`config.mk`:
```
export PLATFORM = sky130hd
export DESIGN_NAME = alu_op_sequencer
export DESIGN_NICKNAME = d
export VERILOG_FILES = /design/src/rtl/alu_op_sequencer.sv
export SDC_FILE = /design/constraint.sdc
export NUM_CORES = 1
export LEC_CHECK = 0
export CELL_PAD_IN_SITES_DETAIL_PLACEMENT = 1
export CELL_PAD_IN_SITES_GLOBAL_PLACEMENT = 1
export CORE_MARGIN = 1.5
export CORE_UTILIZATION = 42
export DETAILED_ROUTE_END_ITERATION = 8
export GPL_ROUTABILITY_DRIVEN = 0
export PLACE_DENSITY = 0.78
export SLEW_MARGIN = 20
export SYNTH_ARGS = -nofsm -noshare
export SYNTH_HDL_FRONTEND = slang
export SYNTH_SLANG_ARGS = --single-unit
```
`constraint.sdc`:
```
create_clock -name clk_i -period 2.55 [get_ports clk_i]
set_input_delay 0.51 -clock clk_i [delete_from_list [all_inputs] [get_ports clk_i]]
set_output_delay 0.51 -clock clk_i [all_outputs]
set_load 0.01 [all_outputs]
```
`src/rtl/alu_op_sequencer.sv`:
```
// alu_op_sequencer: accepts one 8-bit ALU op per start/ready handshake, drives the result-mux select and registered result/flags.
// Ports: clk_i, rst_i (sync, active-high); start_i/opcode_i/a_i/b_i request; ready_o high in IDLE;
// osel_o mux select (00 add/sub, 01 shift, 10 logical); result_o/carry_o/zero_o registered outputs; done_o one-cycle completion pulse.
module alu_op_sequencer (
  input  logic       clk_i,
  input  logic       rst_i,
  input  logic       start_i,
  input  logic [2:0] opcode_i,
  input  logic [7:0] a_i,
  input  logic [7:0] b_i,
  output logic       ready_o,
  output logic [1:0] osel_o,
  output logic [7:0] result_o,
  output logic       carry_o,
  output logic       zero_o,
  output logic       done_o
);
  typedef enum logic [1:0] {IDLE, EXEC, SHIFT, DONE} state_t;
  state_t state_q, state_d;
  logic [2:0] op_q, cnt_q, cnt_d;
  logic [7:0] a_q, b_q, acc_q, acc_d, res_q;
  logic [1:0] osel_q;
  logic carry_q, zero_q, shift_op, left, fin_load;
  logic [8:0] alu, step, fin;
  always_comb begin
    shift_op = op_q[2:1] == 2'b01;
    left = ~op_q[0];
    // {bit shifted out, shifted accumulator}
    step = left ? {acc_q, 1'b0} : {acc_q[0], 1'b0, acc_q[7:1]};
    case (op_q)
      3'b000:  alu = {1'b0, a_q} + {1'b0, b_q};
      3'b001:  alu = {a_q >= b_q, a_q - b_q};
      3'b100:  alu = {1'b0, a_q & b_q};
      3'b101:  alu = {1'b0, a_q | b_q};
      3'b110:  alu = {1'b0, a_q ^ b_q};
      default: alu = {1'b0, ~a_q};
    endcase
    state_d = state_q;
    acc_d = acc_q;
    cnt_d = cnt_q;
    fin = step;
    fin_load = 1'b0;
    case (state_q)
      IDLE: state_d = start_i ? EXEC : IDLE;
      EXEC: begin
        acc_d = shift_op ? a_q : acc_q;
        cnt_d = shift_op ? b_q[2:0] : cnt_q;
        fin = shift_op ? {1'b0, a_q} : alu;
        fin_load = !shift_op || b_q[2:0] == 3'd0;
        state_d = fin_load ? DONE : SHIFT;
      end
      SHIFT: begin
        acc_d = step[7:0];
        cnt_d = cnt_q - 3'd1;
        fin_load = cnt_q == 3'd1;
        state_d = fin_load ? DONE : SHIFT;
      end
      default: state_d = IDLE;
    endcase
  end
  // Result and flags load on the edge entering DONE so they appear together with the DONE pulse.
  always_ff @(posedge clk_i) begin
    if (rst_i) begin
      state_q <= IDLE;
      op_q <= '0;
      a_q <= '0;
      b_q <= '0;
      acc_q <= '0;
      cnt_q <= '0;
      osel_q <= '0;
      res_q <= '0;
      carry_q <= 1'b0;
      zero_q <= 1'b0;
    end else begin
      state_q <= state_d;
      acc_q <= acc_d;
      cnt_q <= cnt_d;
      if (state_q == IDLE && start_i) begin
        op_q <= opcode_i;
        a_q <= a_i;
        b_q <= b_i;
        osel_q <= opcode_i[2] ? 2'b10 : {1'b0, opcode_i[1]};
      end
      if (fin_load) begin
        res_q <= fin[7:0];
        carry_q <= fin[8];
        zero_q <= fin[7:0] == 8'd0;
      end
    end
  end
  assign ready_o = state_q == IDLE;
  assign done_o = state_q == DONE;
  assign osel_o = osel_q;
  assign result_o = res_q;
  assign carry_o = carry_q;
  assign zero_o = zero_q;
endmodule

```
==> impl_results.md <==
* Vias per cell at 5.72
* Slew headroom at 50.5%
* Most instantiated library cell after synthesis: nand2_1
* Layout cell share with drive strength beyond 1 at 11.2%
* Vert. Die Dim at 91.5 um
* Yosys reg bits at 43
* Number of synthesis warnings at 0
* DRT Pass-1 Iters at 4
* Peak fanout along the critical path at 5
* PwrDens at 652 nW/um2
* Critical-path top delay cell: fa_2
* Req. time, crit path at 2.82 ns
* Area after DPL at 3800 um2
* Least-Margin Pin Slew at 0.742 ns
* CTS clock-pin slew for the worst setup and hold paths at 0.10 ns
* CTS tree: done
* Final WL at 10700 um
* Design area at 3960 um2
* Area share of the largest cell type after synthesis at 26.2%
* WP buf/inv at 1
* Yosys cell types at 59
* Row cnt at 32
* Vias in the first global route at 3433
* CP cell instances: inv_1 > ha_1 > fa_2 > nand2_1 > o21ai_0 > a22oi_1 > o221ai_2 > nand2_1 > nor4bb_2 > a31o_1
* Cells after Synth at 446
* Predominant post-synthesis flop cell: dfxtp_1
* Max-Cap Viols at 0
* Post-layout min period at 2.44 ns
* Switching Share at 42.9%
* Critical path's most frequent cell: nand2_1
* Number of hold buffers added after CTS at 0
* Hold crit path type: flop to flop
* Fmax at 0.409 GHz
* GRT Total Usage at 26.4%
* Setup crit start kind: flop
* Area Growth Syn to Fin at 20.3%
* # IOs at 36
* Post-synth EDFFs at 0
* Port Buffers at 35
* Grt total ovfl at 0
* Routed via count at 3339
* Bufs on Longest Clock Path at 2
* Remaining routing DRC violations at 0
* Sequential share of the synthesized area at 26.2%
* Initial core utilization at 43.0%
* Fin. max-slew vios at 0
* Setup skew after layout at 0.00532 ns
* Crit Path Class: flop to flop
* Root buffer cell: clkbuf_8
* WHS at 0.460 ns
* Clock share of power at 18.7%
* Outcome: completed
* Worst vdd ir at 0.317 mV
* Largest area contributor in the netlist: dfxtp_1
* Fin nets at 537
* Fin Setup TNS at 0 ns
* Syn Area/Cell at 7.37 um2
* Most area-consuming cells after synthesis: dfxtp_1 26%, ha_1 12%, nand2_1 9.7%
* Pleak at 0.00145 uW
* Final ANT Viol Nets at 0
* Post-Syn Nets at 502
* Asr flop ratio synth at 0%
* Inst Count DP at 575
* CTS H-tree lvls at 2
* Full die area at 8370 um2
* Switch Pwr at 1110 uW
* Initial antenna violation count at 0
* Die X-Extent at 91.5 um
* Post-synth design cell area at 3290 um2
* Final setup viols at 0
* Drt wl/cell at 18.4 um
* TritonCTS buffer count at 5
* Hold Vio Cnt, Final at 0
* Top Family by Delay on Critical Path: adder cells
* Drt initial violations at 262
* Worst Setup End Kind: flop
* Clk Latency, worst-skew pair at 0.32 ns
* First-pass GRT wire length at 17500 um
* Critical Path AT at 2.71 ns
* N_diodes at 0
* DP Wirelength at 7830 um
* Core Area at 7650 um2
* Crit path largest cell delay at 0.54 ns
* Post-synth top cells: 85 x nand2_1, 44 x a21oi_1, 43 x dfxtp_1
* Largest net degree at the start of global routing at 49
* CTS sink count at 43
* Reg power frac at 32.8%
* Final period utilization at 95.8%
* Int Pwr at 1470 uW
* Layout Cells excl Fill at 584
* Logic gate share of total power at 48.5%
-- sequential cells by signal, summed over array words and instances, names as in the netlist --
signal / flops
zero_o: 1
a_q: 8
b_q: 8
carry_o: 1
result_o: 8
op_q: 3
osel_o: 1
state_q: 2
cnt_q: 3
acc_q: 8
-- kinds of logic (layout without fill, tap and decap cells) --
family	Yosys count	in the layout	synth area share, %
adder cells (fa/ha/maj)	34	34	13.4
AO/OA/AOI/OAI	125	125	24.1
multiplexers	14	14	4.30
XOR/XNOR	4	4	1.07
AND/OR/NAND/NOR	165	165	22.9
buffers and inverters	61	97	8.11
flip-flops	43	43	26.2
-- metrics by stage --
step	total power [uW]	setup WS [ns]	util, %
global route	2750	-0.000490	51.7
detailed placement	2030	0.0243	49.6
global placement	1990	0.0760	49.6
finish	2580	0.108	51.7
CTS	2510	0.0399	50.9
floorplan	1630	0.268	-
-- what timing repair did --
action                                  CTS  global route
setup buffers                             0             1
resized for setup                         1            14
endpoints found under the setup margin    1             2
pin swaps                                 0             1
-- final timing paths --
path              cells past startpoint        start          end  slack [ns]
setup / recovery                     10       a_q[0]       zero_o        0.11
hold / removal                        2  result_o[0]  result_o[0]        0.46
setup reg to reg                     10       a_q[0]       zero_o        0.11
hold reg to reg                       2  result_o[0]  result_o[0]        0.46
-- layout by cell type (no fill, tap or decap), types with 4 or more instances in the layout --
| cell | instances |
|---|---|
| mux2i_1 | 13 |
| a21oi_1 | 43 |
| nand3_1 | 9 |
| clkbuf_8 | 5 |
| buf_4 | 23 |
| nand2_1 | 85 |
| clkdlybuf4s50_1 | 35 |
| inv_1 | 30 |
| and2_1 | 5 |
| nor3_1 | 14 |
| a311oi_1 | 4 |
| nor2_1 | 27 |
| o211ai_1 | 7 |
| nand2b_1 | 5 |
| dfxtp_1 | 40 |
| a211oi_1 | 5 |
| o21a_1 | 4 |
| o31ai_1 | 4 |
| nor2b_1 | 5 |
| ha_1 | 28 |
| ha_2 | 4 |
| o21ai_0 | 24 |
-- worst min-delay path, cell delays in order, from the launching register on --
cell	delay, ns
dfxtp_1	0.32
nand2_1	0.05
a21oi_1	0.05
-- power by group through the flow --
stage / sequential (uW) / clock (uW) / combinational (uW)
after global routing: 858 / 516 / 1370
after floorplan: 844 / 0 / 791
final: 845 / 482 / 1250
after CTS: 843 / 485 / 1190
after detailed placement: 858 / 0 / 1170
after global placement: 851 / 0 / 1140
-- final cells by class --
type,instances,area (um2)
clock buffers,5,68.8
clock inverters,3,23.8
fillers,958,3690
inverters,30,113
multi-input cells,342,2210
flip-flops and latches,43,865
well taps,102,128
repair buffers,59,543
-- layer usage --
layer / wire length, um / share of wire (%) / GRT usage, % / vias up
met5: 0 / 0 / 0 / -
met3: 417 / 3.9 / 3.69 / 26
met4: 289 / 2.7 / 11.5 / 0
met2: 5010 / 47 / 43.0 / 67
met1: 5030 / 47 / 34.5 / 1641
li1: - / - / - / 1605
Power figures use the tool's default switching activity.
==> patch (same settings) <==
Re-encode `state_t` (4 states) as Gray code, 2 bits wide.
--- a/src/rtl/alu_op_sequencer.sv
+++ b/src/rtl/alu_op_sequencer.sv
@@ -15,7 +15,7 @@
   output logic       zero_o,
   output logic       done_o
 );
-  typedef enum logic [1:0] {IDLE, EXEC, SHIFT, DONE} state_t;
+  typedef enum logic [1:0] {IDLE = 2'b00, EXEC = 2'b01, SHIFT = 2'b11, DONE = 2'b10} state_t;
   state_t state_q, state_d;
   logic [2:0] op_q, cnt_q, cnt_d;
   logic [7:0] a_q, b_q, acc_q, acc_d, res_q;
Check against the original RTL: same outputs for any inputs over 10 cycles, from zero or initial values and one cycle with rst_i high; not proved beyond that.
==> patch against the unedited design <==
Worst setup slack lost 0.055 ns; wire length shrank 2.2%; synthesized cell count shrank 9.0%; cell area is essentially flat; synthesized area shrank 2.5%; die area shrank 2.4%; clock skew shrank 0.0017 ns; sequential share of layout area is essentially flat; largest cell class unchanged; sequential cell count is the same.
Power is not compared: it rests on default switching activity, and its combinational part moved more than twofold at a synthesized area within 25%.
==> patch: results (changes against the unedited design) <==
H-tree levels 2 (unchanged); Area contributors post-synth dfxtp_1 27%, ha_1 11%, nand2_1 7.5% (was dfxtp_1 26%, ha_1 12%, nand2_1 9.7%); reg-to-reg startpoint b_q[2] (was a_q[0]); Worst Path Arrival 2.74 ns (was 2.71 ns); Post-synth top cells 64 x nand2_1, 43 x a21oi_1, 43 x dfxtp_1, 31 x nor2_1 (was 85 x nand2_1, 44 x a21oi_1, 43 x dfxtp_1, 32 x ha_1, 30 x inv_1); Hold EP osel_o[0] (was result_o[0]); Hold Crit Start osel_o[0] (was result_o[0]); minimum clock period 2.50 ns (was 2.44 ns); Yosys Warn Count 0 (unchanged); first-pass GRT wire length 16900 µm (was 17500 µm); fillcell total 887 (was 958); Worst Hold Depth 2 (unchanged); pre-CTS setup slack -0.0612 ns (was 0.0243 ns); Syn Nets 457 (was 502); Yosys cell types 65 (was 59); clock skew 0.00358 ns (was 0.00532 ns); R2R depth 9 (was 10); GR Util met3 3.45% (was 3.69%); Resized cells post-CTS 4 (was 1); FFs w/ async S/R, synth 0% (unchanged); logic gate share of total power 31.2%; GRT Util Overall 26.3% (was 26.4%); placed cell count 544 (was 575); CP max stage cell ha_2 (was fa_2); internal power 1.26 mW; maximum net fanout on the critical path 9 (was 5); post-CTS repair timing setup buffer count 0 (unchanged); Routed met3 length 354 µm (was 417 µm); HPWL after DPL 7900 µm (was 7830 µm); drt first pass iters 4 (unchanged); Min Hold Slack 0.467 ns (was 0.460 ns); Placed Area 3780 µm² (was 3800 µm²); flop-to-flop setup slack 0.05 ns (was 0.11 ns); Final #Nets 503 (was 537); final wirelength 10500 µm (was 10700 µm); CP Capture Point zero_o (unchanged); share of layout cells above drive strength 1 17.4% (was 11.2%); DR top layer met4 (unchanged); Peak VDD IR 0.237 mV; Worst-Margin Slew 0.762 ns (was 0.742 ns); outcome finished, final reports clean (unchanged); vias in the first global route 3294 (was 3433); clock-pin slew on the worst setup and hold paths 0.09 ns; met2 routed WL 5070 µm (was 5010 µm); initial drt markers 160 (was 262); Finished Layout Cells 552 (was 584); largest net degree at the start of global routing 47 (was 49); Hold Path Class flip-flop to flip-flop (unchanged); Num CTS Buffers 5 (unchanged); Metal-1 WL 4740 µm (was 5030 µm); Max stage delay on crit path 0.46 ns (was 0.54 ns); met1 GRT Util 32.9% (was 34.5%); met2 Usage GRT 45.0% (was 43.0%); vias post-DR 3217 (was 3339); n_diodes 0 (unchanged); syn_area_per_cell 7.90 µm² (was 7.37 µm²); post-synthesis sequential area ratio 26.9% (was 26.2%); CP top delay family compound AO/OA/AOI/OAI gates (was adder cells)
-- patch: cells by family (layout without fill, tap and decap cells) --
| logic type | Yosys count | after routing | synth area share [%] |
|---|---|---|---|
| AND/OR/NAND/NOR | 141 | 141 | 21.0 |
| adder cells (fa/ha/maj) | 29 | 29 | 11.8 |
| buffers and inverters | 58 | 105 | 8.39 |
| multiplexers | 19 | 19 | 7.30 |
| flip-flops | 43 | 43 | 26.9 |
| XOR/XNOR | 4 | 4 | 1.09 |
| AO/OA/AOI/OAI | 112 | 112 | 23.6 |
-- patch: cell type report --
type | instances | area, µm² | area share [%]
inverter | 29 | 109 | 2.75
multi-input combinational | 305 | 2130 | 53.9
timing repair buffer | 68 | 611 | 15.5
tap | 99 | 124 | 3.13
clock inverter | 3 | 43.8 | 1.11
sequential | 43 | 865 | 21.9
clock buffer | 5 | 68.8 | 1.74
